--- src/rtl/bus_mux_arb_if.sv ---
// Bus multiplexer/arbiter interface.
// Bundles the source data, drive requests, control inputs and the registered
// bus outputs of bus_mux_arb.
//   master : request/data side (register file, ALU, control unit)
//   slave  : the arbiter itself
// Signals:
//   reg_data       NREG*WIDTH  register outputs, r[i] = reg_data[i*WIDTH +: WIDTH]
//   aluout         WIDTH       ALU result
//   din            WIDTH       external data-in
//   din_enable     1           DIN drive request
//   gout           1           ALU drive request
//   rout_en        1           register drive request
//   rout           SELW        register index
//   lock           1           freeze bus contents, ignore requests
//   cnt_clr        1           clear contention counter
//   buswires       WIDTH       registered bus value
//   bus_src        2           0 none/reset, 1 REG, 2 ALU, 3 DIN
//   bus_valid      1           buswires granted this cycle
//   contention_cnt CNT_W       saturating contended-cycle count
interface bus_mux_arb_if #(
  parameter int WIDTH = 16,
  parameter int NREG  = 8,
  parameter int SELW  = $clog2(NREG),
  parameter int CNT_W = 8
);
  logic [NREG*WIDTH-1:0] reg_data;
  logic [WIDTH-1:0]      aluout;
  logic [WIDTH-1:0]      din;
  logic                  din_enable;
  logic                  gout;
  logic                  rout_en;
  logic [SELW-1:0]       rout;
  logic                  lock;
  logic                  cnt_clr;
  logic [WIDTH-1:0]      buswires;
  logic [1:0]            bus_src;
  logic                  bus_valid;
  logic [CNT_W-1:0]      contention_cnt;

  modport master (
    output reg_data, aluout, din, din_enable, gout, rout_en, rout, lock, cnt_clr,
    input  buswires, bus_src, bus_valid, contention_cnt
  );

  modport slave (
    input  reg_data, aluout, din, din_enable, gout, rout_en, rout, lock, cnt_clr,
    output buswires, bus_src, bus_valid, contention_cnt
  );
endinterface

--- src/rtl/bus_mux_arb.sv ---
// Registered bus multiplexer with fixed-priority or round-robin arbitration.
// Selects one of NREG registers, the ALU result or external data-in onto the
// shared bus one cycle after the request, tags the source, flags validity and
// counts cycles where two or more sources asked to drive.
// Ports:
//   clk    system clock, rising edge
//   rst_n  synchronous active-low reset
//   bus    bus_mux_arb_if.slave (see interface header for signal list)
module bus_mux_arb #(
  parameter int WIDTH   = 16,
  parameter int NREG    = 8,
  parameter int SELW    = $clog2(NREG),
  parameter int RR_MODE = 0,
  parameter int CNT_W   = 8
) (
  input logic         clk,
  input logic         rst_n,
  bus_mux_arb_if.slave bus
);

  typedef enum logic [1:0] {
    SRC_NONE = 2'd0,
    SRC_REG  = 2'd1,
    SRC_ALU  = 2'd2,
    SRC_DIN  = 2'd3
  } src_e;

  localparam logic [SELW:0] NREG_LIM = (SELW+1)'(NREG);

  logic             din_req;
  logic             alu_req;
  logic             reg_req;
  logic             contended;
  logic [WIDTH-1:0] reg_sel;
  logic [WIDTH-1:0] grant_data;
  src_e             grant;
  src_e             last_grant;

  always_comb begin
    din_req   = bus.din_enable;
    alu_req   = bus.gout;
    // Out-of-range indices (possible when NREG is not a power of two) are no request.
    reg_req   = bus.rout_en && ({1'b0, bus.rout} < NREG_LIM);
    contended = (din_req && alu_req) || (din_req && reg_req) || (alu_req && reg_req);

    reg_sel = '0;
    for (int unsigned i = 0; i < NREG; i++) begin
      if (bus.rout == SELW'(i)) reg_sel = bus.reg_data[i*WIDTH +: WIDTH];
    end

    // Round-robin ring DIN -> ALU -> REG -> DIN; search starts after last_grant.
    // last_grant resets to REG, so the first RR order equals fixed priority.
    grant = SRC_NONE;
    if (RR_MODE != 0 && last_grant == SRC_DIN) begin
      if (alu_req)      grant = SRC_ALU;
      else if (reg_req) grant = SRC_REG;
      else if (din_req) grant = SRC_DIN;
    end else if (RR_MODE != 0 && last_grant == SRC_ALU) begin
      if (reg_req)      grant = SRC_REG;
      else if (din_req) grant = SRC_DIN;
      else if (alu_req) grant = SRC_ALU;
    end else begin
      if (din_req)      grant = SRC_DIN;
      else if (alu_req) grant = SRC_ALU;
      else if (reg_req) grant = SRC_REG;
    end

    case (grant)
      SRC_DIN: grant_data = bus.din;
      SRC_ALU: grant_data = bus.aluout;
      default: grant_data = reg_sel;
    endcase
  end

  always_ff @(posedge clk) begin
    if (!rst_n) begin
      bus.buswires       <= '0;
      bus.bus_src        <= SRC_NONE;
      bus.bus_valid      <= 1'b0;
      bus.contention_cnt <= '0;
      last_grant         <= SRC_REG;
    end else begin
      if (!bus.lock && grant != SRC_NONE) begin
        bus.buswires  <= grant_data;
        bus.bus_src   <= grant;
        bus.bus_valid <= 1'b1;
        last_grant    <= grant;
      end else begin
        bus.bus_valid <= 1'b0;
      end

      if (bus.cnt_clr)
        bus.contention_cnt <= '0;
      else if (!bus.lock && contended && bus.contention_cnt != '1)
        bus.contention_cnt <= bus.contention_cnt + 1'b1;
    end
  end

endmodule

--- src/flat_wrapper.sv ---
// flat-port wrapper written by rule: the top's interface ports become plain ports
module bus_mux_arb_flat 
#(
  parameter int WIDTH   = 16,
  parameter int NREG    = 8,
  parameter int SELW    = $clog2(NREG),
  parameter int RR_MODE = 0,
  parameter int CNT_W   = 8
)
  (clk, rst_n, bus_reg_data, bus_aluout, bus_din, bus_din_enable, bus_gout, bus_rout_en, bus_rout, bus_lock, bus_cnt_clr, bus_buswires, bus_bus_src, bus_bus_valid, bus_contention_cnt);
  bus_mux_arb_if #(.WIDTH(WIDTH), .NREG(NREG), .SELW(SELW), .CNT_W(CNT_W)) bus_i ();
  input logic clk;
  input logic rst_n;
  input wire logic [$bits(bus_i.reg_data)-1:0] bus_reg_data;
  input wire logic [$bits(bus_i.aluout)-1:0] bus_aluout;
  input wire logic [$bits(bus_i.din)-1:0] bus_din;
  input wire logic [$bits(bus_i.din_enable)-1:0] bus_din_enable;
  input wire logic [$bits(bus_i.gout)-1:0] bus_gout;
  input wire logic [$bits(bus_i.rout_en)-1:0] bus_rout_en;
  input wire logic [$bits(bus_i.rout)-1:0] bus_rout;
  input wire logic [$bits(bus_i.lock)-1:0] bus_lock;
  input wire logic [$bits(bus_i.cnt_clr)-1:0] bus_cnt_clr;
  output wire logic [$bits(bus_i.buswires)-1:0] bus_buswires;
  output wire logic [$bits(bus_i.bus_src)-1:0] bus_bus_src;
  output wire logic [$bits(bus_i.bus_valid)-1:0] bus_bus_valid;
  output wire logic [$bits(bus_i.contention_cnt)-1:0] bus_contention_cnt;
  assign bus_i.reg_data = bus_reg_data;
  assign bus_i.aluout = bus_aluout;
  assign bus_i.din = bus_din;
  assign bus_i.din_enable = bus_din_enable;
  assign bus_i.gout = bus_gout;
  assign bus_i.rout_en = bus_rout_en;
  assign bus_i.rout = bus_rout;
  assign bus_i.lock = bus_lock;
  assign bus_i.cnt_clr = bus_cnt_clr;
  assign bus_buswires = bus_i.buswires;
  assign bus_bus_src = bus_i.bus_src;
  assign bus_bus_valid = bus_i.bus_valid;
  assign bus_contention_cnt = bus_i.contention_cnt;
  bus_mux_arb #(.WIDTH(WIDTH), .NREG(NREG), .SELW(SELW), .RR_MODE(RR_MODE), .CNT_W(CNT_W)) u_core (.clk(clk), .rst_n(rst_n), .bus(bus_i));
endmodule
--- config.mk ---
export PLATFORM = sky130hd
export DESIGN_NAME = bus_mux_arb_flat
export DESIGN_NICKNAME = d
export VERILOG_FILES = /design/src/rtl/bus_mux_arb_if.sv /design/src/rtl/bus_mux_arb.sv /design/src/flat_wrapper.sv
export SDC_FILE = /design/constraint.sdc
export NUM_CORES = 1
export LEC_CHECK = 0
export ABC_AREA = 1
export CORE_ASPECT_RATIO = 0.9
export CORE_MARGIN = 3
export CORE_UTILIZATION = 34
export CTS_CLUSTER_DIAMETER = 120
export DETAILED_ROUTE_END_ITERATION = 8
export GPL_TIMING_DRIVEN = 0
export HOLD_SLACK_MARGIN = 0.02
export MAX_ROUTING_LAYER = met4
export PLACE_DENSITY_LB_ADDON = 0.15
export SLEW_MARGIN = 0
export SYNTH_ARGS = -nofsm -noshare
export SYNTH_HDL_FRONTEND = slang
export SYNTH_SLANG_ARGS = --single-unit
--- constraint.sdc ---
create_clock -name clk -period 2.1 [get_ports clk]
set_clock_uncertainty 0.1 [all_clocks]
set_input_delay 0.63 -clock clk [delete_from_list [all_inputs] [get_ports clk]]
set_output_delay 0.63 -clock clk [all_outputs]
set_load 0.05 [all_outputs]
# Yosys cells after proc, flatten, opt, wreduce, memory -nomap -nowiden
# Index checks and enable logic that the tools add are counted.
# totals
reg_bits,27
latch_bits,0
ram_bits,0
mem_bits_ro,0
in_bits,170
elab_cells,41
n_memories,0
# classes
addsub,1
multipliers,0
div_mod_pow,0
n_lt_le_gt_ge,0
n_eq_ne,10
shifts,0
muxes,13
n_bitwise,1
n_reduce_logical,12
# op_table
op,n
$mux 16,8
$pmux 16 s2,1
$eq 3x3->1 const B,4
$add 8x1->8 const B,1
$ne 8x8->1 const B,1
$eq 3x2->1 const B,2
$logic_and 1x1->1,6
$eq 2x2->1 const B,2
$mux 2,2
$eq 3x1->1 const B,1
$logic_not 3->1,1
$logic_or 1x1->1,2
$mux 1,2
$reduce_bool 2->1,1
$reduce_or 2->1,1
$logic_not 1->1,1
$not 1->1,1

# Depth between registers and ports, before layout
# logic_depth
depth_word,10
depth_mapped,11
mapped_depth_nobuf,9

# Least setup slack after synthesis
# No wires, ideal clock.
# synth_timing
kind,register -> register
startpoint,reg u_core.bus.contention_cnt[0]
endpoint,reg u_core.bus.contention_cnt[2]
setup_time_ps,70
t_arrival_ps,1794
t_required_ps,1930
setup_slack_ps,136
stages_incl_launch_ff,10
n_path_buf,0
path_cell_list,dfxtp_1 ha_1 nand3_1 nor2_1 nand3_1 nand2_1 inv_1 nand2_1 o21ai_0 a21oi_1
# synth_between
elab_chain_len,2
# synth_rtl
element,line_no,source
start: declaration,bus_mux_arb_if.sv:47,"output buswires, bus_src, bus_valid, contention_cnt"
start signal: assignment,bus_mux_arb.sv:95,bus.contention_cnt <= bus.contention_cnt + 1'b1;
branches (longest 2 deep; another with $add 8x1->8),--,
# Parallel ways; which one is timed is not known.
# A chain may end at the register's enable or synchronous reset.

# Final worst setup path
# layout_timing
startpoint,in bus_rout_en
endpoint,reg u_core.bus.buswires[4]
# layout_between
elab_chain_len,5
# layout_rtl
element,line_no,source
start: declaration,flat_wrapper.sv:19,input wire logic [$bits(bus_i.rout_en)-1:0] bus_rout_en;
$mux 1 (*),bus_mux_arb.sv:65,else if (reg_req) grant = SRC_REG;
$mux 2 (*),bus_mux_arb.sv:64,else if (alu_req) grant = SRC_ALU;
$mux 2 (*),bus_mux_arb.sv:63,if (din_req) grant = SRC_DIN;
$eq 2x2->1 or $reduce_bool 2->1 (tied branches),"bus_mux_arb.sv:68, bus_mux_arb.sv:83",
$pmux 16 s2 or $logic_and 1x1->1 (tied branches),"bus_mux_arb.sv:68, bus_mux_arb.sv:83",
end signal: assignment,bus_mux_arb.sv:84,bus.buswires <= grant_data;
end: declaration,bus_mux_arb_if.sv:47,
# Mark *: on every way between the ends. The rest lies on a longest branch, timed or not.

==> results_dict.tcl <==
set metrics [dict create \
    die_area_sq_um 8270 \
    power_share_of_the_sequential_group_pct 32.6 \
    layout_area_overhead_pct 90.4 \
    synthesis.instances 388 \
    detail_route.vias_per_cell 5.01 \
    design_power_total_w 0.00172 \
    postSynthAreaPerCell_sq_um 6.32 \
    netlist.area_leader.share_pct 22.0 \
    routed-via-count 3409 \
    route.detailed.drc 0 \
    crit_required_ps 2170 \
    period_needed_ps 2020 \
    synth_cell_types 28 \
    path_class "in -> reg" \
    end_kind "register" \
    worst_ir_drop_vdd_mv 0.303 \
    drv_slew 0 \
    fin_crit_sh_pct 96.0 \
    post_synth_main_area_contributors "sky130_fd_sc_hd__dfxtp_1 (22%), sky130_fd_sc_hd__nand2_1 (17%), sky130_fd_sc_hd__a21oi_1 (8.2%)" \
    grt_pass1_vias 3327 \
    clock_tree.root_cell "sky130_fd_sc_hd__clkbuf_8" \
    max_cap_viol_count 0 \
    drt_iter0_markers 122 \
    setup_viol 0 \
    synth_top_area_cell "sky130_fd_sc_hd__dfxtp_1" \
    num_io_pins 197 \
    dp.cells 673 \
    routed_wirelength_mm 10.9 \
    clkSinkCount 27 \
    fillers 593 \
    cp_slowest_stage_delay_ps 470 \
    proportion_of_layout_cells_with_a_drive_suffix_above_1_pct 15.7 \
    gp_routability_congestion 0.844 \
    placement_rows 28 \
    hold_violations 0 \
    synth-seq-area-share_pct 22.0 \
    grt_first_pass_wirelength_mm 16.2 \
    max_slew.worst_pin.slew_ps 785 \
    slowest_stage "sky130_fd_sc_hd__clkdlybuf4s50_1" \
    cts-hold-fix-buffers 0 \
    comb_power_share_pct 49.6 \
    ys_warn_count 0 \
    nets_in_the_synthesized_netlist 559 \
    clock_latency_ps 270 \
    detail_route.wl_per_cell_um 16.0 \
    cts_tree "built" \
    htree_num_levels 1 \
    die_y_um 86.6 \
    clk_pin_slew_worst_paths_ps 100 \
    number_of_antenna_violations_at_the_first_check_in_global_routing 0 \
    p_switching_w 0.000605 \
    power_switching_share_pct 35.2 \
    grt_start_max_net_pins 15 \
    pwr_density_cell_nw_per_um2 368 \
    initial_utilization_pct 36.1 \
    postSynth.asyncResetShare_pct 0 \
    fmax_mhz 496 \
    antenna_cells_inserted 0 \
    min_path_type "reg -> reg" \
    ant_nets 0 \
    pleak_nw 1.99 \
    chipWidth_um 95.5 \
    num-nets-final 763 \
    cts-buffers-inserted 3 \
    cts_max_path_buffers 2 \
    commonest_non_fill_non_tap_cell_in_the_layout "sky130_fd_sc_hd__clkdlybuf4s50_1" \
    p_int_w 0.00112 \
    globalRouteTotalUtil_pct 25.8 \
    critical_path.cell_chain "clkdlybuf4s50_1, inv_1, nor2_1, nand2_1, nand2_4, inv_6, buf_6, a221oi_2, a21oi_1" \
    io_buffer_count 195 \
    ys_seq_elements 27 \
    path_max_fanout 10 \
    final_hpwl_from_detailed_placement_mm 9.00 \
    postLayoutCoreUtil_pct 68.7 \
    critPathArrivalTime_ps 2090 \
    maxSlewHeadroom_pct 47.6 \
    layout_common_cells "sky130_fd_sc_hd__clkdlybuf4s50_1 (164), sky130_fd_sc_hd__nand2_1 (107), sky130_fd_sc_hd__a21oi_1 (40)" \
    syn_area_sq_um 2450 \
    synthFlopType "sky130_fd_sc_hd__dfxtp_1" \
    overflow 0 \
    critical_path.startpoint_type "input pin" \
    post_layout_nonfiller_instances 681 \
    count_of_flip_flops_with_a_built_in_enable_after_synthesis 0 \
    area_of_the_core_sq_um 6800 \
    drtPass1Iterations 4 \
    outcome "finished clean" \
    power.share.clock_pct 17.8 \
]
[worst paths after layout]
kind / from / end / slack [ps] / cells after the start
hold reg to reg: u_core.bus.bus_src[0] / u_core.bus.bus_src[0] / 370 / 2
setup / recovery: bus_rout_en / u_core.bus.buswires[4] / 80 / 9
setup reg to reg: u_core.bus.contention_cnt[0] / u_core.bus.contention_cnt[2] / 300 / 9
hold / removal: u_core.bus.bus_src[0] / u_core.bus.bus_src[0] / 370 / 2
[synth_stat cells (2+ instances only)]
master and number:
sky130_fd_sc_hd__a21oi_1 40, sky130_fd_sc_hd__a21oi_2 10, sky130_fd_sc_hd__a221oi_1 13, sky130_fd_sc_hd__buf_2 5
sky130_fd_sc_hd__buf_4 2, sky130_fd_sc_hd__buf_6 5, sky130_fd_sc_hd__clkbuf_1 5, sky130_fd_sc_hd__dfxtp_1 27
sky130_fd_sc_hd__inv_1 35, sky130_fd_sc_hd__inv_2 4, sky130_fd_sc_hd__inv_4 3, sky130_fd_sc_hd__nand2_1 109
sky130_fd_sc_hd__nand2_2 10, sky130_fd_sc_hd__nand3_1 22, sky130_fd_sc_hd__nand4_1 12, sky130_fd_sc_hd__nand4_2 9
sky130_fd_sc_hd__nor2_1 27, sky130_fd_sc_hd__nor2_2 10, sky130_fd_sc_hd__nor3_1 4, sky130_fd_sc_hd__nor3_2 3
sky130_fd_sc_hd__nor3_4 5, sky130_fd_sc_hd__o21ai_0 19, sky130_fd_sc_hd__o22ai_1 4
[metrics by stage]
step	setup TNS (ps)	hold WS, ps	worst slack (ps)	area, sq um
after floorplan	0	580	136	2450
after global placement	-10000	349	-559	4520
after detailed placement	-10870	352	-564	4520
after CTS	-64.9	364	-34.1	4600
after global routing	-67.4	398	-17.1	4670
final	0	365	83.6	4670
[state kept, by name, summed over array words and instances, names as in the netlist]
name and flops:
u_core.bus.bus_src 2, u_core.bus.bus_valid 1, u_core.bus.buswires 16, u_core.bus.contention_cnt 8
[routing by layer]
layer	routed length [um]	share of wire (%)	vias up	track usage, %
met2	5400	50	127	45.1
met3	903	8.3	18	6.60
met1	4420	41	1540	29.6
li1	-	-	1724	-
met5	0	0	-	-
met4	176	1.6	0	5.43
[power groups by stage]
stage	Clock (W)	Combinational, W	Sequential, W
finish	0.000306	0.000854	0.000560
global route	0.000323	0.000918	0.000564
CTS	0.000309	0.000837	0.000560
detailed placement	0	0.000838	0.000573
global placement	0	0.000830	0.000572
floorplan	0	0.000263	0.000688
[cell families after synthesis]
logic type / share of synthesized area (%)
simple gates: 43.7
compound gates: 21.5
buf+inv: 11.4
flops: 22.0
xor+xnor: 0.357
mux: 0.408
fa+ha+maj: 0.510
[cell type report]
| cell class | count | area (sq um) | share of cell area [%] |
|---|---|---|---|
| repair buffers | 199 | 1940 | 41.5 |
| inverters | 42 | 170 | 3.64 |
| multi-input cells | 302 | 1740 | 37.3 |
| plain buffers | 17 | 124 | 2.65 |
| flip-flops and latches | 27 | 541 | 11.6 |
| well taps | 90 | 113 | 2.41 |
| clock buffers | 4 | 45.0 | 0.965 |
[worst max-delay path, delay by kind of cell]
| kind | cells | cell delay [ps] |
|---|---|---|
| buf+inv | 4 | 760 |
| compound gates | 2 | 310 |
| simple gates | 3 | 370 |
[what timing repair did]
action                     in CTS  in global routing
pin swaps                       0                  2
setup endpoints to repair      49                 18
resized for setup              48                 17
buffers inserted                1                  3
Note: power is estimated with default switching activity, not from simulation.
